--- config.mk ---
export PLATFORM = sky130hd
export DESIGN_NAME = regfile_wb_arbiter
export DESIGN_NICKNAME = d
export VERILOG_FILES = /design/src/rtl/regfile_wb_arbiter.sv
export SDC_FILE = /design/constraint.sdc
export NUM_CORES = 1
export LEC_CHECK = 0
export BUFFER_PORTS_ARGS = -buffer_cell sky130_fd_sc_hd__buf_4
export CAP_MARGIN = 20
export CELL_PAD_IN_SITES_DETAIL_PLACEMENT = 0
export CELL_PAD_IN_SITES_GLOBAL_PLACEMENT = 2
export CORE_UTILIZATION = 21
export CTS_CLUSTER_SIZE = 14
export DETAILED_ROUTE_END_ITERATION = 12
export PLACE_DENSITY = 0.79
export SYNTH_ARGS = -nofsm -noshare
export SYNTH_HDL_FRONTEND = slang
export SYNTH_SLANG_ARGS = --single-unit
--- constraint.sdc ---
create_clock -name clk -period 1.52 [get_ports clk]
set_input_delay 0.456 -clock clk [delete_from_list [all_inputs] [get_ports clk]]
set_output_delay 0.456 -clock clk [all_outputs]
set_load 0.02 [all_outputs]
--- src/rtl/regfile_wb_arbiter.sv ---
// Writeback arbiter between the ALU and the load unit in front of the register file.
// The load unit normally wins. After STARVE_LIMIT consecutive denied ALU cycles the
// ALU is forced through, so the ALU can never be locked out. One transfer per cycle
// drives a registered write port. Combinational hazard flags tell decode whether a
// source register still has a write that has not been accepted yet.
module regfile_wb_arbiter #(
    // Consecutive denied ALU cycles before the ALU is forced to win. Legal range is 1..7.
    parameter int STARVE_LIMIT = 3
) (
    input  logic        clk,
    input  logic        rst,

    input  logic        alu_valid,
    input  logic [4:0]  alu_addr,
    input  logic [31:0] alu_data,
    output logic        alu_ready,

    input  logic        lsu_valid,
    input  logic [4:0]  lsu_addr,
    input  logic [31:0] lsu_data,
    output logic        lsu_ready,

    output logic        reg_we,
    output logic [4:0]  write_addr,
    output logic [31:0] write_data,

    input  logic [4:0]  query_addr1,
    input  logic [4:0]  query_addr2,
    output logic        hazard1,
    output logic        hazard2
);

    localparam logic [2:0] LIMIT = 3'(STARVE_LIMIT);

    logic [2:0]  r_starve_cnt;
    logic        r_reg_we;
    logic [4:0]  r_write_addr;
    logic [31:0] r_write_data;

    logic        w_alu_force;
    logic        w_alu_grant;
    logic        w_lsu_grant;
    logic        w_xfer;
    logic [4:0]  w_xfer_addr;
    logic [31:0] w_xfer_data;

    // The ALU is forced only while it is actually asking and has waited long enough.
    assign w_alu_force = alu_valid && (r_starve_cnt == LIMIT);

    // Grants are gated by rst, so no request is consumed while the block is in reset.
    assign w_lsu_grant = !rst && lsu_valid && !w_alu_force;
    assign w_alu_grant = !rst && alu_valid && (w_alu_force || !lsu_valid);
    assign w_xfer      = w_alu_grant || w_lsu_grant;

    assign alu_ready = w_alu_grant;
    assign lsu_ready = w_lsu_grant;

    // Select the winning requester's address and data for the output stage.
    always_comb begin
        w_xfer_addr = lsu_addr;
        w_xfer_data = lsu_data;
        if (w_alu_grant) begin
            w_xfer_addr = alu_addr;
            w_xfer_data = alu_data;
        end
    end

    // Starvation counter: counts denied ALU cycles and saturates at the limit. It clears
    // whenever the ALU is granted or has nothing to write.
    always_ff @(posedge clk) begin
        if (rst) begin
            r_starve_cnt <= 3'd0;
        end else if (alu_valid && !w_alu_grant) begin
            if (r_starve_cnt != LIMIT) begin
                r_starve_cnt <= r_starve_cnt + 3'd1;
            end
        end else begin
            r_starve_cnt <= 3'd0;
        end
    end

    // Registered write port. Writes to x0 are accepted, but the write enable stays low.
    // Address and data hold their values in cycles with no transfer.
    always_ff @(posedge clk) begin
        if (rst) begin
            r_reg_we     <= 1'b0;
            r_write_addr <= 5'd0;
            r_write_data <= 32'd0;
        end else if (w_xfer) begin
            r_reg_we     <= (w_xfer_addr != 5'd0);
            r_write_addr <= w_xfer_addr;
            r_write_data <= w_xfer_data;
        end else begin
            r_reg_we     <= 1'b0;
        end
    end

    assign reg_we     = r_reg_we;
    assign write_addr = r_write_addr;
    assign write_data = r_write_data;

    // Hazard detection looks only at the pending requests. The registered output stage
    // is left out because the register file commits it on the same edge that decode
    // latches its read addresses, so that value is already visible to the read.
    logic [4:0] w_query [2];
    logic [1:0] w_hazard;

    assign w_query[0] = query_addr1;
    assign w_query[1] = query_addr2;

    genvar gi;
    generate
        for (gi = 0; gi < 2; gi++) begin : g_hazard
            assign w_hazard[gi] = (w_query[gi] != 5'd0) &&
                                  ((alu_valid && (alu_addr == w_query[gi])) ||
                                   (lsu_valid && (lsu_addr == w_query[gi])));
        end
    endgenerate

    assign hazard1 = w_hazard[0];
    assign hazard2 = w_hazard[1];

endmodule

==> impl_metrics.json <==
{
  "gp_congestion": 0.7984,
  "rrSetupSlack_ns": -0.18,
  "arrival_ns": 1.48,
  "synthCells": 229,
  "layout.core_utilization": 0.3952,
  "hold_slack_ns": 0.4207,
  "routed_wl_mm": 6.972,
  "grt_max_degree": 21,
  "power_frac_seq": 0.386,
  "p_int_mw": 2.266,
  "hold_violations": 0,
  "hpwlAfterDp_mm": 4.968,
  "status": "finished with violations",
  "timing.fmax_mhz": 515.6,
  "p_clk_frac": 0.336,
  "final_nets": 472,
  "cts_tree": "built",
  "fin_worst_skew_ns": 0.007406,
  "reg2reg_to": "write_data[4]",
  "num_vias": 2261,
  "path_class": "primary input to output pin",
  "ctsRootBufferMaster": "clkbuf_8",
  "yosysTopAreaCellShare": 0.3751,
  "pin_count": 130,
  "synth_edf_count": 0,
  "p_leak_nw": 1.821,
  "r2r_cells": 9,
  "cts.sinks": 41,
  "setup_tns_ns": -5.340,
  "power.switching_uw": 812.8,
  "io_buffer_count": 129,
  "synth.yosys.seq_area_share": 0.3751,
  "grt_pass1_vias": 2273,
  "coreArea_um2": 9955,
  "slew_violations": 0,
  "syn_to_final_growth_pct": 79.76,
  "synth_area_leader_cell": "dfxtp_1",
  "post_synth_num_cell_types": 30,
  "crit_start": "alu_addr[4]",
  "dieArea_um2": 10830,
  "min_period_ns": 1.939,
  "hold_path_class": "primary input to register",
  "p_total_mw": 3.079,
  "async_flop_share": 0,
  "synthesis.area_um2": 2188,
  "via_per_inst": 4.382,
  "syn_area_per_cell_um2": 9.556,
  "drt-initial-drc-count": 66,
  "dp_slack_ns": -0.5316,
  "drc": 0,
  "grt_pass1_wl_mm": 11.29,
  "maxCapViolations": 0,
  "fin_area_um2": 3934,
  "overflow": 0,
  "die_x_um": 104.1,
  "end_kind": "output pin",
  "violations": "setup timing",
  "ant_nets": 0,
  "ys_seq_elements": 41,
  "cp.required_ns": 1.06,
  "p_sw_frac": 0.2640,
  "setup.worst_path.start_class": "primary input",
  "die-height_um": 104.1,
  "htree_levels": 2,
  "maxSlewHeadroom": 0.8281,
  "cts_made_buffers": 5,
  "clk_transition_reported_paths_ns": 0.09,
  "clk_path_buf_depth": 2,
  "synthTopCellsByArea": "dfxtp_1 38%, mux2i_1 14%, nand3b_1 10%",
  "setup_ws_ns": -0.4193,
  "placed_area_um2": 3470,
  "power_frac_comb": 0.278,
  "synthesis.nets": 319,
  "worst_pin_slew_ns": 0.2555,
  "power_density_nw_per_um2": 782.6,
  "critPathMaxFanout": 3,
  "synth_ff_type": "dfxtp_1",
  "start_util": 0.2198,
  "clkLatencyLatePin_ns": 0.29,
  "finalSetupViolCount": 42,
  "drive_gt1_frac": 0.5405,
  "finalCritPeriodShare": 1.276,
  "hold_buffers": 0,
  "drt-pass1-iter-count": 4,
  "cp-endpoint": "hazard1",
  "diodes": 0,
  "final_cells": 516,
  "rows": 36,
  "dp.cells": 500,
  "wire_per_inst_um": 13.51,
  "ir_drop_mv": 0.3687,
  "rsz0062_at_grt": "true",
  "grt_usage": 0.1298,
  "rr_startpoint": "r_starve_cnt[0]",
  "yosys_warnings": 0,
  "antenna_found_initial": 0
}
## cells in the final DEF, fill, tap and decap left out, types with 2 or more instances in the layout
master,count
buf_4,140
dfxtp_1,39
nand3b_1,30
o21ai_1,29
mux2i_1,24
xor2_1,16
buf_6,12
nor2_1,11
nand2_1,7
a311oi_2,7
clkbuf_8,5
xnor2_1,4
nand3_1,4
or4_1,4
nand2_2,4
buf_12,4
a21oi_4,3
nor4_2,3
nand2_4,3
mux2i_2,3
mux2i_4,3
buf_8,3
inv_1,2
nor2_2,2
o21ai_2,2
ha_4,2
bufinv_16,2
buf_16,2
dfxtp_2,2
## repair_timing
item | in CTS | in global routing
pin swaps | 17 | 17
setup buffers | 9 | 2
resized for setup | 28 | 32
gates cloned | 3 | 0
setup endpoints to repair | 41 | 42
## cells by family after synthesis
group / share of synthesized area
adders and majority gates: 0.01143
DFF: 0.3751
AOI/OAI and AO/OA: 0.1275
and+or+nand+nor: 0.2116
muxes: 0.1372
xor gates and xnor gates: 0.08004
buffers and inverters: 0.05718
## worst min path at each step
stage,depth (start not counted),slack (ns),end,startpoint
finish,3,0.42,write_data[11],alu_data[11]
global route,3,0.41,write_data[11],lsu_data[11]
CTS,3,0.41,write_data[13],alu_data[13]
detailed placement,1,0.42,r_starve_cnt[0],r_starve_cnt[0]
global placement,1,0.41,r_starve_cnt[0],r_starve_cnt[0]
floorplan,1,0.41,r_starve_cnt[0],r_starve_cnt[0]
## sequential cells by signal (all words and copies together), names as in the netlist
signal and flops:
write_data 32, write_addr 5, r_starve_cnt 3, reg_we 1
## critical path, stage by stage
cell     delay [ns]
buf_4          0.12
xor2_1         0.16
nor4_2         0.29
nand3_1        0.17
a21oi_4        0.15
buf_6          0.13
## synth_stat cells, types with 4 or more instances
library cell	number
mux2i_1	30
buf_2	4
or4_1	4
nor4_1	4
nand3b_1	30
a21oi_1	4
xnor2_1	4
nand2_1	14
nor2_1	12
a311oi_2	6
dfxtp_1	41
o21ai_1	30
clkbuf_1	5
nand3_1	4
xor2_1	16
## layout make-up
class	count	area, µm²
clock buffers	5	68.82
clock inverters	3	65.06
fillers	1001	6021
inverters	3	18.77
multi-input cells	170	1425
flip-flops and latches	41	823.3
well taps	133	166.4
repair buffers	161	1366
## layer usage
metal / part of all wire / vias to the layer above / global-route usage
met3: 0.065 / 6 / 0.03321
li1: - / 1127 / -
met1: 0.42 / 1049 / 0.1558
met4: 0.015 / 0 / 0.04286
met5: 0 / - / 0
met2: 0.50 / 79 / 0.2243
## power groups by stage
stage | logic, mW | registers, mW | clock network, mW
floorplan | 0.261 | 1.30 | 0
global placement | 0.769 | 1.21 | 0
detailed placement | 0.774 | 1.21 | 0
CTS | 0.841 | 1.19 | 1.07
global route | 0.918 | 1.20 | 1.11
finish | 0.856 | 1.19 | 1.03
(Power assumes the default switching activity.)
